### src/rtl/rice_pkg.sv
// Shared definitions for the Rice encoder front end: widths, the default
// parameter clamp, the scheduler read-FSM states and the zigzag mapping.
package rice_pkg;

  localparam int SAMPLE_W      = 16;
  localparam int PARAM_W       = 4;
  localparam int MAX_PARAM_DEF = 14;

  typedef enum logic [1:0] {
    RD_IDLE,
    RD_SEARCH,
    RD_ANNOUNCE,
    RD_DRAIN
  } rd_state_e;

  // Signed residual to unsigned magnitude: s<0 ? -2s-1 : 2s. The encoder
  // uses the same mapping, so the sums here match what it will code.
  function automatic logic [SAMPLE_W-1:0] zigzag(input logic signed [SAMPLE_W-1:0] s);
    return {s[SAMPLE_W-2:0], 1'b0} ^ {SAMPLE_W{s[SAMPLE_W-1]}};
  endfunction

endpackage

### src/rtl/rice_pingpong_buffer.sv
// Two-bank partition store: one write port and one registered read port.
// Each port is addressed by a bank-select bit and a partition offset.
module rice_pingpong_buffer
  import rice_pkg::*;
#(
  parameter int PART_LOG2 = 4
) (
  input  logic                iClock,
  input  logic                iReset,
  input  logic                wr_en_i,
  input  logic                wr_bank_i,
  input  logic [PART_LOG2-1:0] wr_addr_i,
  input  logic [SAMPLE_W-1:0] wr_data_i,
  input  logic                rd_en_i,
  input  logic                rd_bank_i,
  input  logic [PART_LOG2-1:0] rd_addr_i,
  output logic [SAMPLE_W-1:0] rd_data_o
);

  localparam int DEPTH = 2 << PART_LOG2;

  logic [SAMPLE_W-1:0] mem_q [DEPTH];
  logic [SAMPLE_W-1:0] rd_data_q;

  // Sample storage write port.
  // NOTE: the storage array has no reset; stale contents are never read
  // because a bank is only drained after it has been completely refilled.
  always_ff @(posedge iClock) begin
    if (wr_en_i) begin
      mem_q[{wr_bank_i, wr_addr_i}] <= wr_data_i;
    end
  end

  // Registered read port; cleared by reset so the encoder sees 0 afterwards.
  always_ff @(posedge iClock) begin
    if (iReset) begin
      rd_data_q <= '0;
    end else if (rd_en_i) begin
      rd_data_q <= mem_q[{rd_bank_i, rd_addr_i}];
    end
  end

  assign rd_data_o = rd_data_q;

endmodule

### src/rtl/rice_param_scheduler.sv
// Rice parameter scheduler: fills one partition bank while draining the
// other, picks k from the partition's zigzag magnitude sum, announces k
// once, then replays the partition to the encoder one sample per cycle.
module rice_param_scheduler
  import rice_pkg::*;
#(
  parameter int PART_LOG2 = 4,
  parameter int MAX_PARAM = MAX_PARAM_DEF
) (
  input  logic                       iClock,
  input  logic                       iReset,
  input  logic                       iValid,
  input  logic signed [SAMPLE_W-1:0] iSample,
  output logic                       oReady,
  output logic                       oParamValid,
  output logic [PARAM_W-1:0]         oRiceParam,
  output logic                       oEncValid,
  output logic signed [SAMPLE_W-1:0] oEncSample
);

  localparam int N     = 1 << PART_LOG2;
  localparam int SUM_W = SAMPLE_W + PART_LOG2;
  localparam int CMP_W = SUM_W + 1;

  // Write side state
  logic                       wr_bank_q, wr_bank_d;
  logic [PART_LOG2-1:0]       wr_cnt_q, wr_cnt_d;
  logic [1:0]                 full_q, full_d;
  logic [1:0][SUM_W-1:0]      sum_q, sum_d;
  logic                       ready_q;

  // Read side state
  rd_state_e                  state_q;
  logic                       rd_bank_q;
  logic [PARAM_W-1:0]         k_q;
  logic [PART_LOG2-1:0]       rd_cnt_q;
  logic                       param_valid_q;
  logic [PARAM_W-1:0]         rice_param_q;
  logic                       enc_valid_q;

  logic                       accept;
  logic                       wr_last;
  logic                       drain_last;
  logic                       rd_en;
  logic [PART_LOG2-1:0]       rd_addr;
  logic [PARAM_W:0]           shamt;
  logic [CMP_W-1:0]           threshold;
  logic                       k_found;
  logic [SAMPLE_W-1:0]        rd_data;

  assign accept     = iValid && ready_q;
  assign wr_last    = accept && (wr_cnt_q == PART_LOG2'(N - 1));
  assign drain_last = (state_q == RD_DRAIN) && (rd_cnt_q == PART_LOG2'(N - 1));

  // Address 0 is read while announcing, the rest while draining.
  assign rd_en   = (state_q == RD_ANNOUNCE) || (state_q == RD_DRAIN);
  assign rd_addr = (state_q == RD_DRAIN) ? rd_cnt_q : '0;

  // k search test: N * 2^(k+1) > sum, or the clamp has been reached.
  assign shamt     = {1'b0, k_q} + (PARAM_W + 1)'(1);
  assign threshold = CMP_W'(N) << shamt;
  assign k_found   = (threshold > {1'b0, sum_q[rd_bank_q]}) ||
                     (k_q == PARAM_W'(MAX_PARAM));

  // Next-state for the fill pointer, full flags and partition sums.
  // NOTE: every target gets its default first with blocking assignments,
  // so no path through this block leaves a latch behind.
  always_comb begin
    wr_bank_d = wr_bank_q;
    wr_cnt_d  = wr_cnt_q;
    full_d    = full_q;
    sum_d     = sum_q;
    if (accept) begin
      sum_d[wr_bank_q] = sum_q[wr_bank_q] + SUM_W'(zigzag(iSample));
      if (wr_last) begin
        full_d[wr_bank_q] = 1'b1;
        wr_cnt_d          = '0;
        wr_bank_d         = ~wr_bank_q;
      end else begin
        wr_cnt_d = wr_cnt_q + 1'b1;
      end
    end
    // The drained bank is always the other one, so both updates stand.
    if (drain_last) begin
      full_d[rd_bank_q] = 1'b0;
      sum_d[rd_bank_q]  = '0;
    end
  end

  // Write side registers; oReady looks at the flags as they will be after this edge.
  // NOTE: state registers use non-blocking assignments so every flop
  // samples pre-edge values regardless of block ordering.
  always_ff @(posedge iClock) begin
    if (iReset) begin
      wr_bank_q <= 1'b0;
      wr_cnt_q  <= '0;
      full_q    <= '0;
      sum_q     <= '0;
      ready_q   <= 1'b1;
    end else begin
      wr_bank_q <= wr_bank_d;
      wr_cnt_q  <= wr_cnt_d;
      full_q    <= full_d;
      sum_q     <= sum_d;
      ready_q   <= ~full_d[wr_bank_d];
    end
  end

  // Read FSM: wait for a full bank, search k, announce it, replay N samples.
  always_ff @(posedge iClock) begin
    if (iReset) begin
      state_q       <= RD_IDLE;
      rd_bank_q     <= 1'b0;
      k_q           <= '0;
      rd_cnt_q      <= '0;
      param_valid_q <= 1'b0;
      rice_param_q  <= '0;
      enc_valid_q   <= 1'b0;
    end else begin
      param_valid_q <= 1'b0;
      enc_valid_q   <= 1'b0;
      case (state_q)
        RD_IDLE: begin
          if (full_q[rd_bank_q]) begin
            k_q     <= '0;
            state_q <= RD_SEARCH;
          end
        end
        RD_SEARCH: begin
          if (k_found) begin
            rice_param_q  <= k_q;
            param_valid_q <= 1'b1;
            state_q       <= RD_ANNOUNCE;
          end else begin
            k_q <= k_q + 1'b1;
          end
        end
        RD_ANNOUNCE: begin
          // Address 0 is read this cycle; it lands the cycle after the pulse.
          enc_valid_q <= 1'b1;
          rd_cnt_q    <= PART_LOG2'(1);
          state_q     <= RD_DRAIN;
        end
        RD_DRAIN: begin
          enc_valid_q <= 1'b1;
          rd_cnt_q    <= rd_cnt_q + 1'b1;
          if (drain_last) begin
            rd_bank_q <= ~rd_bank_q;
            state_q   <= RD_IDLE;
          end
        end
        default: state_q <= RD_IDLE;
      endcase
    end
  end

  rice_pingpong_buffer #(
    .PART_LOG2 (PART_LOG2)
  ) u_buffer (
    .iClock    (iClock),
    .iReset    (iReset),
    .wr_en_i   (accept),
    .wr_bank_i (wr_bank_q),
    .wr_addr_i (wr_cnt_q),
    .wr_data_i (iSample),
    .rd_en_i   (rd_en),
    .rd_bank_i (rd_bank_q),
    .rd_addr_i (rd_addr),
    .rd_data_o (rd_data)
  );

  assign oReady      = ready_q;
  assign oParamValid = param_valid_q;
  assign oRiceParam  = rice_param_q;
  assign oEncValid   = enc_valid_q;
  assign oEncSample  = rd_data;

  // A bank finishing its fill must never be the bank being freed.
  a_no_bank_collision : assert property (
    @(posedge iClock) disable iff (iReset)
      !(wr_last && drain_last && (wr_bank_q == rd_bank_q))
  );

endmodule

### config.mk
export PLATFORM = sky130hd
export DESIGN_NAME = rice_param_scheduler
export DESIGN_NICKNAME = d
export VERILOG_FILES = /design/src/rtl/rice_pkg.sv /design/src/rtl/rice_pingpong_buffer.sv /design/src/rtl/rice_param_scheduler.sv
export SDC_FILE = /design/constraint.sdc
export NUM_CORES = 1
export LEC_CHECK = 0
export CAP_MARGIN = 30
export CORE_MARGIN = 2
export CORE_UTILIZATION = 50
export DETAILED_ROUTE_END_ITERATION = 6
export PLACE_DENSITY = 0.65
export RECOVER_POWER = 25
export SKIP_LAST_GASP = 1
export SYNTH_ARGS = -nofsm -noshare
export SYNTH_HDL_FRONTEND = slang
export SYNTH_SLANG_ARGS = --single-unit
### constraint.sdc
create_clock -name iClock -period 4.3 [get_ports iClock]
set_clock_uncertainty 0.2 [all_clocks]
set_input_delay 0.645 -clock iClock [delete_from_list [all_inputs] [get_ports iClock]]
set_output_delay 0.645 -clock iClock [all_outputs]
set_load 0.005 [all_outputs]
# Word level (Yosys, flattened, before mapping)
# Memories as Yosys holds them, arrays and structs flattened. A register that Yosys moved wholly into a read port is not among the register bits.
# Cells that the tools add are included.
# totals
input_bits	19
elab_cells	100
ramBits	512
out_inout_bits	23
regBits	65
n_memories	1
# mem_list
name	words	word_bits	read_ports	rd_ports_with_merged_regs	write_ports	line_no	text
u_buffer.mem_q	32	16	1	1	1	rice_pingpong_buffer.sv:22	logic [SAMPLE_W-1:0] mem_q [DEPTH];
# classes
n_bitwise	10
n_addsub	5
n_mux	38
n_eq_ne	10
n_lt_le_gt_ge	6
n_shift	1
reduce_logical	16
# op_table
op	n
$mux 20	6
$mux 40	2
$and 40x40->40	1
$bwmux 40	1
$demux 20 s1	2
$not 40->40	1
$gt 21x20->1	1
$shl 5x5->21 const A	1
$add 20x16->20	1
$mux 4	4
$pmux 4 s2	2
$xor 16x16->16	1
$add 4x1->4 const B	3
$eq 4x4->1 const B	3
$mux 1	12
$mux 2	6
$ne 2x2->1 const B	4
$pmux 2 s4	1
$lt 1x2->1 const B	3
$reduce_and 3->1	2
$add 4x1->5 const B	1
$logic_and 1x1->1	5
$eq 2x2->1 const B	2
$not 1->1	4
11 further kinds	17

# Depth between registers and ports, before layout
# Gate-level depths: netlist of run 1.
# depth
ltp_word	12
depth_mapped	14
ltp_nobuf	14

# Modules after synthesis
# Synthesis of run 1 repeated with hierarchy kept, for this count alone.
# unflattened
cells_unflattened	1697
hier_area_um2	25065.3
# by_module_without_submodules
mod	n_inst	cells_per_inst	area_per_inst_um2	seq_area_each_um2
rice_pingpong_buffer	1	1146	20538.4	15695.1
rice_param_scheduler	1	551	4526.8	1301.2

# Worst setup path before layout of run 1
# OpenSTA, ideal clock, no wires.
# synth_path
path_type	register to register
from	reg rd_bank_q
to	reg k_q[0]
arrival_time_ns	3.252
t_required_ns	3.979
period_less_slack_ns	3.572
setup_ns	0.121
path_stages_with_launch	13
path_buffers	3
setup_slack_ns	0.728
path_cell_list	dfxtp_1 buf_4 clkbuf_1 clkbuf_1 mux2i_1 ha_1 a21o_1 a21o_2 a311oi_2 a32oi_4 o21ai_4 a21oi_2 mux2_2
# synth_via
elab_chain_len	6
word_cells_on_any_way	9
classes_between	1 x order compare; 2 x eq/ne; 4 x mux; 2 x reduce/logical
# synth_lines
item	line_no	text
from (decl)	rice_param_scheduler.sv:34	logic rd_bank_q;
from (signal assigned)	rice_param_scheduler.sv:148	rd_bank_q <= ~rd_bank_q;
$mux 20 (implied by the code) (2 in a row)	rice_param_scheduler.sv:62	assign k_found = (threshold > {1'b0, sum_q[rd_bank_q]}) ||
$gt 21x20->1	rice_param_scheduler.sv:62	
$logic_or 1x1->1	rice_param_scheduler.sv:62	
$ne 2x2->1 (no source line)	-	
$reduce_and 3->1 (no source line) *	-	
to (signal assigned)	rice_param_scheduler.sv:135	k_q <= k_q + 1'b1;
to (decl)	rice_param_scheduler.sv:35	logic [PARAM_W-1:0] k_q;
# Every way passes the cells marked *; elsewhere a longest branch is shown, timed or not. The select of a mux whose other input is x is not followed.
# A chain may end at the register's enable or synchronous reset.

# Worst setup path after layout of run 1
# layout_path
from	reg wr_bank_q
to	reg sum_q[39] (netlist bit)
# layout_via
elab_chain_len	8
word_cells_on_any_way	12
classes_between	1 x add/sub; 2 x order compare; 7 x mux; 1 x bitwise; 1 x reduce/logical
# layout_lines
item	line_no	text
from (decl)	rice_param_scheduler.sv:26	logic wr_bank_q, wr_bank_d;
from (signal assigned)	rice_param_scheduler.sv:101	wr_bank_q <= wr_bank_d;
branches (longest 4 deep; another with $add 20x16->20)	-	
$bwmux 40 *	rice_param_scheduler.sv:74	sum_d[wr_bank_q] = sum_q[wr_bank_q] + SUM_W'(zigzag(iSample));
$mux 40 *	rice_param_scheduler.sv:73	if (accept) begin
$and 40x40->40 (no source line)	-	
$mux 40 *	rice_param_scheduler.sv:84	if (drain_last) begin
to (signal assigned)	rice_param_scheduler.sv:104	sum_q <= sum_d;
to (decl)	rice_param_scheduler.sv:29	logic [1:0][SUM_W-1:0] sum_q, sum_d;
# Mark *: on every way between the ends. The select of a mux whose other input is x is not followed.

==> results of run 1 <==
==> power groups by stage <==
stage | sequential, mW | clock (mW) | combinational, mW
final | 6.35 | 5.15 | 0.863
after global routing | 6.35 | 5.46 | 0.933
after CTS | 6.34 | 5.22 | 0.866
after detailed placement | 6.46 | 0 | 0.861
after global placement | 6.46 | 0 | 0.841
after floorplan | 6.45 | 0 | 0.533
==> critical path, delay by kind of cell (launching register included) <==
family          cells  cell delay (ns)
compound gates      4             0.88
simple gates        2             0.79
flops               1             0.59
mux                 1             0.38
fa+ha+maj           1             0.37
buf+inv             1             0.33
==> layout by cell type (no fill, tap or decap), types with 14 or more instances in the layout <==
| master | synthesis | routed |
|---|---|---|
| a22oi_1 | 16 | 16 |
| xor2_1 | 20 | 20 |
| and2_1 | 19 | 18 |
| dfxtp_1 | 81 | 79 |
| edfxtp_1 | 512 | 512 |
| mux2_2 | 17 | 17 |
| o21ai_0 | 41 | 41 |
| clkbuf_1 | 47 | 29 |
| mux2i_1 | 88 | 88 |
| nor2_1 | 116 | 116 |
| nand3_1 | 14 | 14 |
| a21oi_1 | 110 | 110 |
| ha_1 | 48 | 48 |
| mux4_2 | 64 | 64 |
| clkbuf_16 | 0 | 60 |
| o21bai_1 | 17 | 17 |
| xnor2_1 | 17 | 17 |
| o2111a_1 | 16 | 16 |
| o221ai_1 | 64 | 64 |
| inv_1 | 17 | 17 |
| nand2_1 | 144 | 142 |
| clkdlybuf4s50_1 | 0 | 30 |
| buf_4 | 1 | 65 |
==> worst max path at each step <==
stage / to / slack [ns] / start / cells after the start
after floorplan: k_q[0] / 0.73 / rd_bank_q / 12
after global placement: sum_q[39] / 0.46 / iSample[4] / 10
after detailed placement: sum_q[39] / 0.40 / iSample[3] / 10
after CTS: sum_q[39] / 0.69 / wr_bank_q / 9
after global routing: sum_q[33] / 0.39 / wr_bank_q / 8
final: sum_q[39] / 0.64 / wr_bank_q / 9
==> area by class of cell <==
class | instances | share of cell area
clock buffer | 81 | 0.0581
inverter | 17 | 0.00226
tap | 664 | 0.0294
multi-input combinational | 925 | 0.260
sequential | 593 | 0.602
clock inverter | 28 | 0.0108
timing repair buffer | 125 | 0.0373
==> registers in the layout, indices dropped and copies added (netlist names), 2 cells and up <==
| name | count |
|---|---|
| u_buffer.mem_q | 512 |
| sum_q | 40 |
| k_q | 4 |
| u_buffer.rd_data_o | 16 |
| rd_cnt_q | 4 |
| wr_cnt_q | 4 |
| oRiceParam | 4 |
| state_q | 2 |
| full_q | 2 |
==> layer usage <==
layer,part of all wire,vias up
met1,0.40,7629
met3,0.059,113
met2,0.50,526
met5,0.00014,-
li1,-,6558
met4,0.040,2
==> kinds of logic after synthesis <==
| kind of cell | Yosys count | share of synthesized area |
|---|---|---|
| XOR/XNOR | 37 | 0.0131 |
| multiplexers | 169 | 0.102 |
| AO/OA/AOI/OAI | 331 | 0.0949 |
| adder cells (fa/ha/maj) | 49 | 0.0251 |
| buffers and inverters | 111 | 0.0189 |
| AND/OR/NAND/NOR | 339 | 0.0601 |
| flip-flops | 593 | 0.686 |
==> stage by stage <==
step                instance area, sq um  total power [mW]   util  hold slack (ns)  setup slack [ns]
global placement                   26300              7.30  0.537            0.249             0.458
floorplan                          24800              6.99      -            0.241             0.728
finish                             28200              12.4  0.577            0.266             0.635
detailed placement                 26300              7.33  0.538            0.260             0.404
CTS                                28300              12.4  0.578            0.268             0.693
global route                       28200              12.7  0.577            0.277             0.387
==> flow_summary.yaml, run 1 <==
setup_path:
  ff2ff_path_depth: 9
  rr_endpoint: "sum_q[39]"
  crit_type: "reg -> reg"
  rr_startpoint: "wr_bank_q"
  crit_required_ns: 4.60
  crit_fanout: 16
  crit_path_top_delay_cell: "nor4_1"
  worstPathArrival_ns: 3.97
  cp-start-kind: "flop"
  path_cells: "buf_4 -> mux2_2 -> ha_1 -> nand2_1 -> nor4_1 -> o2111ai_1 -> a21oi_1 -> a31oi_1 -> a41o_1"
  ff2ff_setup_slack_ns: 0.64
  end_kind: "flop"
  critPathMaxStageDelay_ns: 0.68
yosys:
  yosysUniqueCellTypes: 78
  ys_seq_elements: 593
  ys_warn_count: 0
  synthTopCellsByCount: "512 x edfxtp_1, 144 x nand2_1, 116 x nor2_1"
  synth_most_common_cell: "edfxtp_1"
  seq_area_frac_synth: 0.686
  synth_top_cell_area_share: 0.621
  syn_inst: 1629
  syn-num-nets: 1697
  synth_edf_count: 512
  synthFlopType: "edfxtp_1"
  async_flop_share: 0
  yosys-top-cells-area: "edfxtp_1 62%, dfxtp_1 6.5%, mux4_2 5.8%, mux2i_1 3.6%, ha_1 2.4%"
  netlist_area_sq_um: 24800
  postSynthAreaPerCell_sq_um: 15.2
  synth_top_area_cell: "edfxtp_1"
clock_tree:
  tritoncts: "built"
  cts_max_level: 2
  clockBufferDepth: 3
  clk_latency_ns: 0.61
  clkTransAtPathRegs_ns: 0.06
  root_buffer: "clkbuf_16"
  cts_hold_buf: 0
  cts_made_buffers: 59
  post_cts_resized: 0
  cts_setup_buffers: 0
  cts_sinks: 593
layout:
  fin_cells: 2433
  regArea_sq_um: 17000
  layout-drive-gt1-share: 0.154
  fillerInstances: 3794
  synthToLayoutAreaGrowth_pct: 14.0
  fin_nets: 1789
  diodes: 0
  multiInputGateArea_sq_um: 7330
worst_hold_path:
  min_from: "sum_q[14]"
  hold_path_class: "reg -> reg"
  hold_depth: 2
  hold_path_end: "sum_q[14]"
floorplan:
  num_rows: 81
  dieArea_sq_um: 51300
  start_util: 0.506
  fp.coreArea_sq_um: 49000
  die_h_um: 227
  ios: 42
  die_w_um: 227
global_route:
  grt_pass1_wl_um: 93700
  grt_pass1_vias: 14700
  busiest_layer: "met2"
  gr-usage-met1: 0.326
  overflow: 0
  grt_max_degree: 100
  grtUsageMet2: 0.428
  grt_antenna_before_repair: 1
  gr-usage-all-layers: 0.253
  met3_usage: 0.0416
placed_design:
  placed_cells: 2324
  port_buffers: 41
  hpwl_um: 40300
  gp_congestion: 0.903
power_and_ir_drop:
  vdd_drop_max_mv: 0.407
  power.share.switching: 0.221
  p_seq_frac: 0.513
  power.switching_mw: 2.73
  power_frac_clock: 0.417
  p_comb_frac: 0.070
  p_int_mw: 9.64
  powerDensity_nw_per_um2: 438
  leakage_nw: 9.26
detailed_routing:
  drt-initial-drc-count: 1384
  ant_nets: 0
  via_per_inst: 6.09
  drt-total-wl_um: 64300
  drt-pass1-iter-count: 5
  wire_per_inst_um: 26.4
  vias: 14800
  drc_errors: 0
sta:
  fmax_mhz: 273
  finalCritPeriodShare: 0.852
  drv_slew: 330
  slew_headroom: -0.289
  tightestPinTransition_ns: 1.93
  rsz0062_at_grt: "no"
  post-route-min-period_ns: 3.66
  setup_viol: 0
  tns_ns: 0
  hold_viol: 0
outcome:
  outcome: "finished with violations"
  violations: "max-capacitance violations, max-slew violations"
flow_run:
  drv_cap: 10
Power figures use the tool's default switching activity.
==> run 2: changes to the inputs <==
GPL_TIMING_DRIVEN = 0   (was default)
==> run 2 against run 1 <==
Against the previous run:
- the run still ends with max-capacitance violations, max-slew violations left
- power barely moved
- clock power hardly changed
- global-route usage is 1.4 points lower
- worst hold slack got worse by 0.0033 ns
- via count down 0.36%
- core utilization is 0.66 points higher
- critical path depth grew 3
- die area did not move
- design area up 1.1%
- critical endpoint is now sum_q[14]
- largest power group unchanged
==> flow_summary.yaml, run 2 (synthesis results as in run 1) <==
outcome:
  outcome: "finished with violations"
  violations: "max-capacitance violations, max-slew violations"
power_and_ir_drop:
  powerDensity_nw_per_um2: 433
  power.share.switching: 0.221
  leakage_nw: 9.28
  power_frac_clock: 0.418
  p_comb_frac: 0.069
  p_seq_frac: 0.513
  vdd_drop_max_mv: 0.318
  fin_total_pwr_mw: 12.4
  power.switching_mw: 2.73
  p_int_mw: 9.63
placed_design:
  placed_cells: 2364
  port_buffers: 41
  placed_area_sq_um: 26600
  gp_congestion: 0.855
  hpwl_um: 41700
floorplan:
  dieArea_sq_um: 51300
  die_h_um: 227
  die_w_um: 227
  ios: 42
  fp.coreArea_sq_um: 49000
  start_util: 0.506
  num_rows: 81
global_route:
  overflow: 0
  grt_pass1_vias: 14600
  grt_pass1_wl_um: 90200
  grt_antenna_before_repair: 2
  gr-usage-all-layers: 0.239
  grt_max_degree: 34
layout:
  final_area_sq_um: 28500
  final_common_cell: "edfxtp_1"
  fin_util: 0.583
  final_cell_mix: "512 x edfxtp_1, 144 x nand2_1, 110 x a21oi_1, 89 x nor2_1, 88 x mux2i_1"
  largest_reg_flops: 512
  diodes: 0
  layout-drive-gt1-share: 0.157
  fin_nets: 1829
  fillerInstances: 3767
  top_register: "u_buffer.mem_q"
  fin_cells: 2472
  synthToLayoutAreaGrowth_pct: 15.3
setup_path:
  critPathMaxStageDelay_ns: 0.48
  worstSetupPathDepth: 12
  path_buf_inv: 2
  crit_required_ns: 4.59
  crit_path_top_delay_cell: "clkbuf_1"
  cp-start-kind: "flop"
  rr_startpoint: "wr_bank_q"
  startpoint: "wr_bank_q"
  crit_family: "buffers and inverters"
  worstPathArrival_ns: 4.35
  ff2ff_path_depth: 12
  ff2ff_setup_slack_ns: 0.24
  crit_fanout: 10
  end_kind: "flop"
  crit_type: "reg -> reg"
  path_cells: "clkbuf_1 -> clkbuf_2 -> mux2_2 -> ha_1 -> fa_1 -> a21o_1 -> a31oi_1 -> nor4_2 -> o21a_1 -> or3_1 -> nand3_1 -> a21oi_1"
clock_tree:
  clockBufferDepth: 3
  cts_sinks: 593
  cts_max_level: 2
  post_cts_resized: 1
  tritoncts: "built"
  cts_hold_buf: 0
  clk_latency_ns: 0.62
  clkTransAtPathRegs_ns: 0.06
  root_buffer: "clkbuf_16"
  cts_made_buffers: 59
  cts_setup_buffers: 0
detailed_routing:
  drt-total-wl_um: 60600
  drt-pass1-iter-count: 5
  wire_per_inst_um: 24.5
  vias: 14800
  ant_nets: 0
  drc_errors: 0
  drt-initial-drc-count: 1611
  via_per_inst: 5.98
sta:
  finalCritPeriodShare: 0.945
  slew_headroom: -0.321
  setup_viol: 0
  post-route-min-period_ns: 4.06
  whs_ns: 0.263
  tightestPinTransition_ns: 1.98
  drv_slew: 204
  hold_viol: 0
  fmax_mhz: 246
  rsz0062_at_grt: "no"
flow_run:
  drv_cap: 6
worst_hold_path:
  min_from: "sum_q[15]"
  hold_path_class: "reg -> reg"
  hold_depth: 2
## run 2: changes by cell type in the layout (fill, tap and decap cells not counted), moves of 11 or more
cell | before | now
clkbuf_1 | 29 | 62
nor2_1 | 116 | 89
buf_16 | 1 | 12
buf_4 | 65 | 6
buf_8 | 0 | 13
buf_1 | 0 | 18
nor2_2 | 0 | 27
buf_2 | 1 | 25
## run 2: cell type report
cell class | count | area [sq um] | share of cell area
sequential | 593 | 17000 | 0.595
multi-input combinational | 925 | 7370 | 0.258
clock buffer | 73 | 1570 | 0.0550
timing repair buffer | 71 | 930 | 0.0326
tap | 664 | 831 | 0.0291
buffer | 94 | 409 | 0.0143
clock inverter | 35 | 379 | 0.0133
inverter | 17 | 63.8 | 0.00224
## run 2: power by group through the flow
stage / sequential [mW] / combinational [mW] / clock, mW
detailed placement: 6.46 / 0.850 / 0
global placement: 6.47 / 0.793 / 0
floorplan: 6.45 / 0.533 / 0
CTS: 6.34 / 0.853 / 5.22
finish: 6.35 / 0.851 / 5.17
global route: 6.35 / 0.936 / 5.45
## run 2: routing by layer
metal	wire length [um]	vias up	global-route usage	share of wire
li1	-	6640	-	-
met1	25800	7575	0.325	0.43
met2	29900	447	0.401	0.49
met3	3110	110	0.0358	0.051
met4	1780	2	0.0715	0.029
met5	11	-	0	0.00018
## run 2: worst min-delay path: cells and delay by family (launching register included)
kind	cells	cell delay (ns)
AOI/OAI and AO/OA	1	0.05
DFF	1	0.31
and+or+nand+nor	1	0.05
## run 2: final timing paths
path,to
setup reg to reg,sum_q[14]
setup / recovery,sum_q[14]
hold reg to reg,sum_q[15]
hold / removal,sum_q[15]
## run 2: metrics by stage
| step | TNS (ns) | setup WS, ns |
|---|---|---|
| floorplan | 0 | 0.728 |
| global placement | -24.49 | -1.24 |
| detailed placement | -15.40 | -0.890 |
| CTS | 0 | 0.00350 |
| global route | 0 | 0.0143 |
| finish | 0 | 0.237 |
==> run 3: changes to the inputs <==
ABC_CLOCK_PERIOD_IN_PS = 4300   (was default)
==> results of run 3 <==
No change in the layout: final DEF, timing and power equal those of run 2.
